==> config.mk <==
export PLATFORM = sky130hd
export DESIGN_NAME = ddr3_pattern_tester_flat
export DESIGN_NICKNAME = d
export VERILOG_FILES = /design/src/rtl/ddr3_pattern_tester_if.sv /design/src/rtl/ddr3_pattern_tester.sv /design/src/flat_wrapper.sv
export SDC_FILE = /design/constraint.sdc
export NUM_CORES = 1
export LEC_CHECK = 0
export BUFFER_PORTS_ARGS = -buffer_cell sky130_fd_sc_hd__clkbuf_2
export CAP_MARGIN = 40
export CORE_AREA = 2 2 139 141
export CTS_CLUSTER_SIZE = 40
export DETAILED_ROUTE_END_ITERATION = 6
export DIE_AREA = 0 0 141 143
export GPL_TIMING_DRIVEN = 0
export PLACE_DENSITY_LB_ADDON = 0.25
export RECOVER_POWER = 100
export SYNTH_ARGS = -nofsm -noshare
export SYNTH_HDL_FRONTEND = slang
export SYNTH_SLANG_ARGS = --single-unit
==> constraint.sdc <==
create_clock -name clk -period 5.5 [get_ports clk]
set_input_delay 0 -clock clk [delete_from_list [all_inputs] [get_ports clk]]
set_output_delay 0 -clock clk [all_outputs]
set_load 0.02 [all_outputs]
==> src/rtl/ddr3_pattern_tester_if.sv <==
// -----------------------------------------------------------------------------
// ddr3_pattern_tester_if
//   User-side command/data port of the DDR3 memory-interface IP.
//
//   master : the traffic generator (drives commands and write data)
//   slave  : the memory-interface IP (or a model of it)
//
//   init_calib_complete  IP -> user  calibration finished
//   cmd_ready            IP -> user  command can be accepted
//   cmd / cmd_en / addr  user -> IP  command (3'b000 write, 3'b001 read)
//   wr_data_rdy          IP -> user  write data can be accepted
//   wr_data*             user -> IP  write data, strobe, last beat, byte mask
//   rd_data*             IP -> user  read data, strobe, last beat
//   sr_req / ref_req     user -> IP  self-refresh / refresh requests
// -----------------------------------------------------------------------------
interface ddr3_pattern_tester_if;
  logic         init_calib_complete;
  logic         cmd_ready;
  logic [2:0]   cmd;
  logic         cmd_en;
  logic [27:0]  addr;
  logic         wr_data_rdy;
  logic [127:0] wr_data;
  logic         wr_data_en;
  logic         wr_data_end;
  logic [7:0]   wr_data_mask;
  logic [127:0] rd_data;
  logic         rd_data_valid;
  logic         rd_data_end;
  logic         sr_req;
  logic         ref_req;

  modport master (
    input  init_calib_complete, cmd_ready, wr_data_rdy,
           rd_data, rd_data_valid, rd_data_end,
    output cmd, cmd_en, addr, wr_data, wr_data_en, wr_data_end,
           wr_data_mask, sr_req, ref_req
  );

  modport slave (
    output init_calib_complete, cmd_ready, wr_data_rdy,
           rd_data, rd_data_valid, rd_data_end,
    input  cmd, cmd_en, addr, wr_data, wr_data_en, wr_data_end,
           wr_data_mask, sr_req, ref_req
  );
endinterface

==> src/rtl/ddr3_pattern_tester.sv <==
// -----------------------------------------------------------------------------
// ddr3_pattern_tester
//   Memory traffic generator / checker for the DDR3 IP user port. After a start
//   pulse and calibration it writes a deterministic 128-bit pattern to
//   2^LINE_W lines, reads every line back one at a time, and reports the result.
//
//   Pattern for line i, 32-bit word k (word 0 = bits 31:0): SEED + 4*i + k.
//   Line address: BASE_ADDR + i*ADDR_STEP (28 bits).
//
// Ports
//   clk, reset        IP user clock, synchronous active-high reset
//   start             one-cycle start pulse (ignored while busy)
//   bus               IP command/data port (master side)
//   busy              test in progress
//   done              test finished (held until the next start)
//   pass              done with no errors
//   error_count       mismatches plus read timeouts, saturating at 16'hFFFF
//   first_error_addr  line address of the first error
// -----------------------------------------------------------------------------
module ddr3_pattern_tester #(
  parameter int unsigned LINE_W     = 10,
  parameter int unsigned ADDR_STEP  = 8,
  parameter logic [27:0] BASE_ADDR  = 28'h0000000,
  parameter logic [31:0] SEED       = 32'h1234_5678,
  parameter int unsigned RD_TIMEOUT = 1023
) (
  input  logic                         clk,
  input  logic                         reset,
  input  logic                         start,
  ddr3_pattern_tester_if.master        bus,
  output logic                         busy,
  output logic                         done,
  output logic                         pass,
  output logic [15:0]                  error_count,
  output logic [27:0]                  first_error_addr
);

  localparam int unsigned        TMO_W     = (RD_TIMEOUT < 1) ? 1 : $clog2(RD_TIMEOUT + 1);
  localparam logic [LINE_W-1:0]  LAST_IDX  = '1;
  localparam logic [TMO_W-1:0]   TMO_LIMIT = TMO_W'(RD_TIMEOUT);
  localparam logic [2:0]         CMD_WR    = 3'b000;
  localparam logic [2:0]         CMD_RD    = 3'b001;
  localparam logic [15:0]        ERR_MAX   = 16'hFFFF;

  typedef enum logic [2:0] {
    S_IDLE,
    S_WAIT_CAL,
    S_WR,
    S_RD_CMD,
    S_RD_WAIT,
    S_DONE
  } state_e;

  state_e             state_q, state_d;
  logic [LINE_W-1:0]  idx_q,   idx_d;
  logic [TMO_W-1:0]   tmo_q,   tmo_d;
  logic [15:0]        err_q,   err_d;
  logic [27:0]        ferr_q,  ferr_d;

  logic [27:0]        line_addr;
  logic [31:0]        pat_base;
  logic [127:0]       line_pattern;
  logic               wr_fire;
  logic               line_error;

  // Address and expected data depend only on the registered index, so they
  // stay stable across any ready stall.
  assign line_addr    = BASE_ADDR + 28'(idx_q) * 28'(ADDR_STEP);
  assign pat_base     = SEED + (32'(idx_q) << 2);
  assign line_pattern = {pat_base + 32'd3, pat_base + 32'd2, pat_base + 32'd1, pat_base};

  // A write line needs the command and its data accepted in the same cycle.
  assign wr_fire = bus.cmd_ready & bus.wr_data_rdy;

  // Single-beat reads: the last-beat flag carries no extra information.
  logic unused_rd_data_end;
  assign unused_rd_data_end = bus.rd_data_end;

  // ---------------------------------------------------------------------------
  // State register
  // ---------------------------------------------------------------------------
  // NOTE: reset is sampled on the clock edge (synchronous), and every flop uses
  // non-blocking assignment so all registers update together from the values
  // computed before the edge.
  always_ff @(posedge clk) begin
    if (reset) begin
      state_q <= S_IDLE;
      idx_q   <= '0;
      tmo_q   <= '0;
      err_q   <= '0;
      ferr_q  <= '0;
    end else begin
      state_q <= state_d;
      idx_q   <= idx_d;
      tmo_q   <= tmo_d;
      err_q   <= err_d;
      ferr_q  <= ferr_d;
    end
  end

  // ---------------------------------------------------------------------------
  // Next-state logic
  // ---------------------------------------------------------------------------
  // NOTE: every signal written here gets a default first, so no path through
  // the case statement can leave it unassigned and infer a latch.
  always_comb begin
    state_d    = state_q;
    idx_d      = idx_q;
    tmo_d      = tmo_q;
    err_d      = err_q;
    ferr_d     = ferr_q;
    line_error = 1'b0;

    unique case (state_q)
      S_IDLE, S_DONE: begin
        if (start) begin
          idx_d   = '0;
          err_d   = '0;
          ferr_d  = '0;
          state_d = S_WAIT_CAL;
        end
      end

      S_WAIT_CAL: begin
        if (bus.init_calib_complete) state_d = S_WR;
      end

      S_WR: begin
        if (wr_fire) begin
          if (idx_q == LAST_IDX) begin
            idx_d   = '0;
            state_d = S_RD_CMD;
          end else begin
            idx_d = idx_q + 1'b1;
          end
        end
      end

      S_RD_CMD: begin
        if (bus.cmd_ready) begin
          tmo_d   = '0;
          state_d = S_RD_WAIT;
        end
      end

      S_RD_WAIT: begin
        // Valid data wins over a timeout expiring in the same cycle.
        if (bus.rd_data_valid || (tmo_q == TMO_LIMIT)) begin
          line_error = bus.rd_data_valid ? (bus.rd_data != line_pattern) : 1'b1;
          if (idx_q == LAST_IDX) begin
            state_d = S_DONE;
          end else begin
            idx_d   = idx_q + 1'b1;
            state_d = S_RD_CMD;
          end
        end else begin
          tmo_d = tmo_q + 1'b1;
        end
      end

      default: state_d = S_IDLE;
    endcase

    if (line_error) begin
      if (err_q != ERR_MAX) err_d = err_q + 16'd1;
      // Only the 0 -> 1 transition records the address.
      if (err_q == 16'd0)   ferr_d = line_addr;
    end
  end

  // ---------------------------------------------------------------------------
  // Output logic
  // ---------------------------------------------------------------------------
  always_comb begin
    bus.cmd         = CMD_WR;
    bus.cmd_en      = 1'b0;
    bus.addr        = '0;
    bus.wr_data     = '0;
    bus.wr_data_en  = 1'b0;
    bus.wr_data_end = 1'b0;
    busy            = 1'b1;
    done            = 1'b0;
    pass            = 1'b0;

    unique case (state_q)
      S_IDLE: busy = 1'b0;

      S_WR: begin
        bus.addr        = line_addr;
        bus.wr_data     = line_pattern;
        bus.cmd_en      = wr_fire;
        bus.wr_data_en  = wr_fire;
        bus.wr_data_end = wr_fire;
      end

      S_RD_CMD: begin
        bus.cmd    = CMD_RD;
        bus.addr   = line_addr;
        bus.cmd_en = bus.cmd_ready;
      end

      S_RD_WAIT: begin
        bus.cmd  = CMD_RD;
        bus.addr = line_addr;
      end

      S_DONE: begin
        busy = 1'b0;
        done = 1'b1;
        pass = (err_q == 16'd0);
      end

      default: ;
    endcase
  end

  assign bus.wr_data_mask = 8'h00;
  assign bus.sr_req       = 1'b0;
  assign bus.ref_req      = 1'b0;  // the IP refreshes on its own

  assign error_count      = err_q;
  assign first_error_addr = ferr_q;

endmodule

==> src/flat_wrapper.sv <==
// flat-port wrapper written by rule: the top's interface ports become plain ports
module ddr3_pattern_tester_flat 
#(
  parameter int unsigned LINE_W     = 10,
  parameter int unsigned ADDR_STEP  = 8,
  parameter logic [27:0] BASE_ADDR  = 28'h0000000,
  parameter logic [31:0] SEED       = 32'h1234_5678,
  parameter int unsigned RD_TIMEOUT = 1023
)
  (clk, reset, start, busy, done, pass, error_count, first_error_addr, bus_init_calib_complete, bus_cmd_ready, bus_wr_data_rdy, bus_rd_data, bus_rd_data_valid, bus_rd_data_end, bus_cmd, bus_cmd_en, bus_addr, bus_wr_data, bus_wr_data_en, bus_wr_data_end, bus_wr_data_mask, bus_sr_req, bus_ref_req);
  ddr3_pattern_tester_if bus_i ();
  input  logic clk;
  input  logic reset;
  input  logic start;
  output logic busy;
  output logic done;
  output logic pass;
  output logic [15:0] error_count;
  output logic [27:0] first_error_addr;
  input wire logic [$bits(bus_i.init_calib_complete)-1:0] bus_init_calib_complete;
  input wire logic [$bits(bus_i.cmd_ready)-1:0] bus_cmd_ready;
  input wire logic [$bits(bus_i.wr_data_rdy)-1:0] bus_wr_data_rdy;
  input wire logic [$bits(bus_i.rd_data)-1:0] bus_rd_data;
  input wire logic [$bits(bus_i.rd_data_valid)-1:0] bus_rd_data_valid;
  input wire logic [$bits(bus_i.rd_data_end)-1:0] bus_rd_data_end;
  output wire logic [$bits(bus_i.cmd)-1:0] bus_cmd;
  output wire logic [$bits(bus_i.cmd_en)-1:0] bus_cmd_en;
  output wire logic [$bits(bus_i.addr)-1:0] bus_addr;
  output wire logic [$bits(bus_i.wr_data)-1:0] bus_wr_data;
  output wire logic [$bits(bus_i.wr_data_en)-1:0] bus_wr_data_en;
  output wire logic [$bits(bus_i.wr_data_end)-1:0] bus_wr_data_end;
  output wire logic [$bits(bus_i.wr_data_mask)-1:0] bus_wr_data_mask;
  output wire logic [$bits(bus_i.sr_req)-1:0] bus_sr_req;
  output wire logic [$bits(bus_i.ref_req)-1:0] bus_ref_req;
  assign bus_i.init_calib_complete = bus_init_calib_complete;
  assign bus_i.cmd_ready = bus_cmd_ready;
  assign bus_i.wr_data_rdy = bus_wr_data_rdy;
  assign bus_i.rd_data = bus_rd_data;
  assign bus_i.rd_data_valid = bus_rd_data_valid;
  assign bus_i.rd_data_end = bus_rd_data_end;
  assign bus_cmd = bus_i.cmd;
  assign bus_cmd_en = bus_i.cmd_en;
  assign bus_addr = bus_i.addr;
  assign bus_wr_data = bus_i.wr_data;
  assign bus_wr_data_en = bus_i.wr_data_en;
  assign bus_wr_data_end = bus_i.wr_data_end;
  assign bus_wr_data_mask = bus_i.wr_data_mask;
  assign bus_sr_req = bus_i.sr_req;
  assign bus_ref_req = bus_i.ref_req;
  ddr3_pattern_tester #(.LINE_W(LINE_W), .ADDR_STEP(ADDR_STEP), .BASE_ADDR(BASE_ADDR), .SEED(SEED), .RD_TIMEOUT(RD_TIMEOUT)) u_core (.clk(clk), .reset(reset), .start(start), .bus(bus_i), .busy(busy), .done(done), .pass(pass), .error_count(error_count), .first_error_addr(first_error_addr));
endmodule
# After elaboration in Yosys (flattened, before gate mapping)
# Index checks and enable logic that the tools add are counted.
[op_classes] addsub=7 n_eq_ne=17 n_mux=36 bitwise_logic=1 reduce_logical=11
[op_table] cell="$mux W128" n=1
[op_table] cell="$ne A128 B128 Y1" n=1
[op_table] cell="$mux W28" n=4
[op_table] cell="$mux W10" n=7
[op_table] cell="$add A32 B2 Y32 const B" n=2
[op_table] cell="$mux W16" n=4
[op_table] cell="$add A32 B1 Y32 const B" n=1
[op_table] cell="$add A29 B12 Y30 const A" n=1
[op_table] cell="$pmux W10 S3" n=1
[op_table] cell="$mux W3" n=7
[op_table] cell="$add A10 B1 Y10 const B" n=2
[op_table] cell="$eq A10 B10 Y1 const B" n=2
[op_table] cell="$pmux W10 S2" n=1
[op_table] cell="$add A16 B1 Y16 const B" n=1
[op_table] cell="$logic_not A16 Y1" n=1
[op_table] cell="$ne A16 B16 Y1 const B" n=1
[op_table] cell="$pmux W3 S5" n=1
[op_table] cell="$mux W13" n=1
[op_table] cell="$mux W1" n=8
[op_table] cell="$ne A2 B1 Y1 const B" n=4
[op_table] cell="$ne A2 B2 Y1 const B" n=4
[op_table] cell="$eq A3 B2 Y1 const B" n=2
[op_table] cell="$eq A3 B3 Y1 const B" n=2
[op_table] cell="$reduce_and A6 Y1" n=1
[op_table] cell="11 further kinds" n=12
[totals] ff_bits=67

# Depth between registers and ports, before layout
[depth] word_depth=7 depth_mapped=12 depth_no_buf=10

# Worst setup path before layout
# No wires, ideal clock.
[synth_path] path_kind="flip-flop to flip-flop" start="register u_core.idx_q[1]" end="register u_core.ferr_q[17] (netlist: u_core.first_error_addr[17])" setup_time_ps=59 t_arrival_ps=2770 required_ps=5441 path_slack_ps=2670 path_stages_with_launch=13 n_path_buf=2 synth_period_minus_slack_ps=2830 cell_sequence="dfxtp_1 -> buf_2 -> inv_1 -> ha_1 -> nor3b_4 -> o21ai_0 -> or3b_1 -> o2bb2ai_1 -> nor4_4 -> a211oi_2 -> nor3_4 -> buf_4 -> and2_1"
[synth_via] elab_chain_len=7
[synth_lines] item="from (decl)" line_no="ddr3_pattern_tester.sv:55" rtl="logic [LINE_W-1:0] idx_q, idx_d;"
[synth_lines] item="from (signal assigned)" line_no="ddr3_pattern_tester.sv:94" rtl="idx_q <= idx_d;"
[synth_lines] item="$add A29 B12 Y30 (*)" line_no="ddr3_pattern_tester.sv:69" rtl="assign pat_base = SEED + (32'(idx_q) << 2);"
[synth_lines] item="$add A32 B1 Y32 or $add A32 B2 Y32 (tied branches)" line_no="ddr3_pattern_tester.sv:70" rtl="assign line_pattern = {pat_base + 32'd3, pat_base + 32'd2, pat_base + 32'd1, pat_base};"
[synth_lines] item="$ne A128 B128 Y1 (*)" line_no="ddr3_pattern_tester.sv:149" rtl="line_error = bus.rd_data_valid ? (bus.rd_data != line_pattern) : 1'b1;"
[synth_lines] item="$mux W1 (*)" line_no="ddr3_pattern_tester.sv:149"
[synth_lines] item="$mux W1 (*)" line_no="ddr3_pattern_tester.sv:148" rtl="if (bus.rd_data_valid || (tmo_q == TMO_LIMIT)) begin"
[synth_lines] item="$mux W1 (*)" line_no="ddr3_pattern_tester.sv:114" rtl="unique case (state_q)"
[synth_lines] item="$mux W28 (*)" line_no="ddr3_pattern_tester.sv:164" rtl="if (line_error) begin"
[synth_lines] item="to (signal assigned)" line_no="ddr3_pattern_tester.sv:97" rtl="ferr_q <= ferr_d;"
[synth_lines] item="to (decl)" line_no="ddr3_pattern_tester.sv:58" rtl="logic [27:0] ferr_q, ferr_d;"
# Mark *: on every way between the ends. The rest lies on a longest branch, timed or not.
# A chain may end at the register's enable or synchronous reset.

# Final worst setup path
[layout_path] start="register u_core.idx_q[1]" end="register u_core.ferr_q[22] (netlist: u_core.first_error_addr[22])"
# The elaborated chain is that of the path after synthesis.

==> results_dict.tcl <==
set metrics [dict create \
    wl_met1_um 8450 \
    antenna_found_initial 0 \
    crit_path_start_kind "register" \
    layout-drive-gt1-share_pct 35.7 \
    crit_chain "clkbuf_1, inv_1, ha_1, nor3b_4, o21ai_0, or3b_1, o2bb2ai_1, nor4_1, a211oi_1, nor3_4, buf_4, and2_0" \
    cts_hold_buf 0 \
    hold_viol 0 \
    critical_path_cell_count 12 \
    insertion_delay_ns 0.33 \
    avgViaCountPerCell 4.36 \
    cts-root-buf "clkbuf_16" \
    totalPowerFinal_mw 1.87 \
    syn-instance-count 658 \
    tns_ns 0 \
    met2WireLength_um 8910 \
    critPathMaxStageDelay_ns 0.82 \
    ios 355 \
    grt_pass1_wl_um 27000 \
    synthTopCellsByArea "dfxtp_1, buf_4, and2_1" \
    drv_cap 0 \
    clock-sinks 67 \
    crit_slowest_cell "nor4_1" \
    syn_avg_cell_area_um2 7.94 \
    finalSetupViolCount 0 \
    peakVddDrop_v 0.000138 \
    yosysTopAreaCellShare_pct 25.7 \
    clockBufferDepth 2 \
    post_synth_num_cell_types 64 \
    slew_viol_final 0 \
    overflow 0 \
    layout.cells.most_common_list "clkbuf_2, buf_4, clkbuf_1, conb_1, dfxtp_1" \
    cts.repair.resized 0 \
    yosysTopAreaCell "dfxtp_1" \
    finClkSkew_ns 0.0107 \
    cp.arrival_ns 4.61 \
    die_w_um 141 \
    wl_per_cell_um 14.7 \
    rsz0062_at_grt "no" \
    regToRegSetupSlack_ns 1.15 \
    rr_worst_depth 12 \
    path_clk_slew_ns 0.06 \
    yosys_warnings 0 \
    dpl.hpwl_um 15100 \
    synth-edff-count 0 \
    syn_area_um2 5220 \
    drt_iter0_drc 274 \
    critPathBufInv 3 \
    n_antenna_cell 0 \
    nNetsFinal 1165 \
    yosysSeqAreaShare_pct 25.7 \
    required_ns 5.76 \
    hp-class "in2reg" \
    power.leakage_nw 3.48 \
    cts_inserted_buffers 9 \
    gp_congestion 0.833 \
    drc_errors 0 \
    met3_length_um 929 \
    start_util_pct 28.1 \
    min_period_ns 4.35 \
    grt_max_degree 31 \
    dieArea_um2 20200 \
    core_region_area_um2 18600 \
    post_cts_buffers 0 \
    ys_seq_elements 67 \
    io_buffers 271 \
    top_layer_used "met4" \
    path_delay_family "simple AND/OR/NAND/NOR gates" \
    crit_path_end_kind "register" \
    dieHeight_um 143 \
    ant_nets 0 \
    period_share_pct 79.0 \
    num_rows 50 \
    vias 5490 \
    layout_commonest_cell "clkbuf_2" \
    critical_path_class "reg2reg" \
    min_path_cells 3 \
    async_reset_ff_share_pct 0 \
    status "complete, no violations" \
    max_slew_margin_pct 27.3 \
    syn_to_final_growth_pct 40.7 \
    synth_top_flop_cell "dfxtp_1" \
    grtUsageTotal_pct 17.3 \
    fmax_mhz 230 \
    cts_max_level 3 \
    tightestPinTransition_ns 1.09 \
    cts_tree "done" \
    dr.pass1.iters 4 \
    n_fill_cell 2010 \
    grt_pass1_vias 4769 \
    crit_path_max_fanout 10 \
    wirelength_um 18500 \
    p_per_area_nw_per_um2 255 \
]
stage by stage:
| step | cells | util (%) | instance area, um^2 | hold WS (ns) | worst slack [ns] |
|---|---|---|---|---|---|
| 2_1_floorplan | 739 | - | 5530 | 0.153 | 2.67 |
| 3_3_place_gp | 1244 | 38.6 | 7180 | 0.404 | 1.94 |
| 3_5_place_dp | 1246 | 38.8 | 7210 | 0.406 | 1.92 |
| 4_1_cts | 1259 | 40.4 | 7510 | 0.0577 | 1.89 |
| 5_1_grt | 1259 | 39.6 | 7350 | 0.0980 | 0.882 |
| 6_report | 1259 | 39.6 | 7350 | 0.0744 | 1.15 |
final timing paths:
path	from	endpoint
max	u_core.idx_q[1]$_SDFFE_PP0P_	u_core.first_error_addr[22]$_SDFF_PP0_
max reg2reg	u_core.idx_q[1]$_SDFFE_PP0P_	u_core.first_error_addr[22]$_SDFF_PP0_
min	bus_cmd_ready	u_core.state_q[2]$_SDFFE_PP0P_
min reg2reg	u_core.first_error_addr[20]$_SDFF_PP0_	u_core.first_error_addr[20]$_SDFF_PP0_
power breakdown:
group	total, mW	switching [mW]	internal, mW
Combinational	0.758	0.461	0.297
Sequential	0.508	0.0128	0.495
Clock	0.607	0.206	0.401
Total	1.87	0.680	1.19
cell families (layout without fill, tap and decap cells):
| kind of cell | Yosys count | in the layout | share of synthesized area, % |
|---|---|---|---|
| AND/OR/NAND/NOR | 280 | 280 | 31.0 |
| flip-flops | 67 | 67 | 25.7 |
| AO/OA/AOI/OAI | 93 | 93 | 12.4 |
| multiplexers | 10 | 10 | 1.96 |
| buffers and inverters | 181 | 467 | 23.9 |
| other | 1 | 82 | 0.0718 |
| adder cells (fa/ha/maj) | 6 | 6 | 1.44 |
| XOR/XNOR | 20 | 20 | 3.62 |
sequential cells by signal (all words and copies together) (netlist names):
register,cells
u_core.error_count,16
u_core.first_error_addr,28
u_core.idx_q,10
u_core.state_q,3
u_core.tmo_q,10
cell type report:
class	count	area, um^2	area share [%]
Sequential cell	67	1340	18.2
Tap cell	234	293	3.98
Buffer	169	1200	16.3
Clock inverter	3	65.1	0.885
Timing Repair Buffer	273	1250	17.0
Multi-Input combinational cell	491	2920	39.7
Clock buffer	10	239	3.25
Inverter	12	45.0	0.613
per-layer routing:
| layer | GRT usage [%] | vias to the layer above |
|---|---|---|
| met5 | 0 | - |
| met4 | 3.95 | 0 |
| met3 | 2.92 | 13 |
| met2 | 29.6 | 178 |
| met1 | 22.8 | 2476 |
| li1 | - | 2823 |
worst register-to-register path: cells and delay by family (launching register included):
family	cells	cell delay, ns
compound gates	3	0.75
flops	1	0.46
fa+ha+maj	1	0.25
buf+inv	3	0.89
simple gates	5	1.92
synthesized netlist by cell type, drive strengths merged, types with 3 or more instances:
cell type,number
inv,12
o21ai,22
nor3,8
nand2,46
a211oi,3
buf,156
nor4b,11
or2,8
nand4,22
xnor2,10
or4,8
or3,10
nand3b,11
ha,6
nor4bb,7
and2,33
a21o,7
nor3b,3
nor4,11
a21oi,25
nand2b,8
and3,10
dfxtp,67
o41ai,3
nor2,41
a21boi,3
xor2,9
clkbuf,13
o211ai,7
mux2i,8
a2111oi,6
o2bb2ai,3
nand3,37
(Power assumes the default switching activity.)
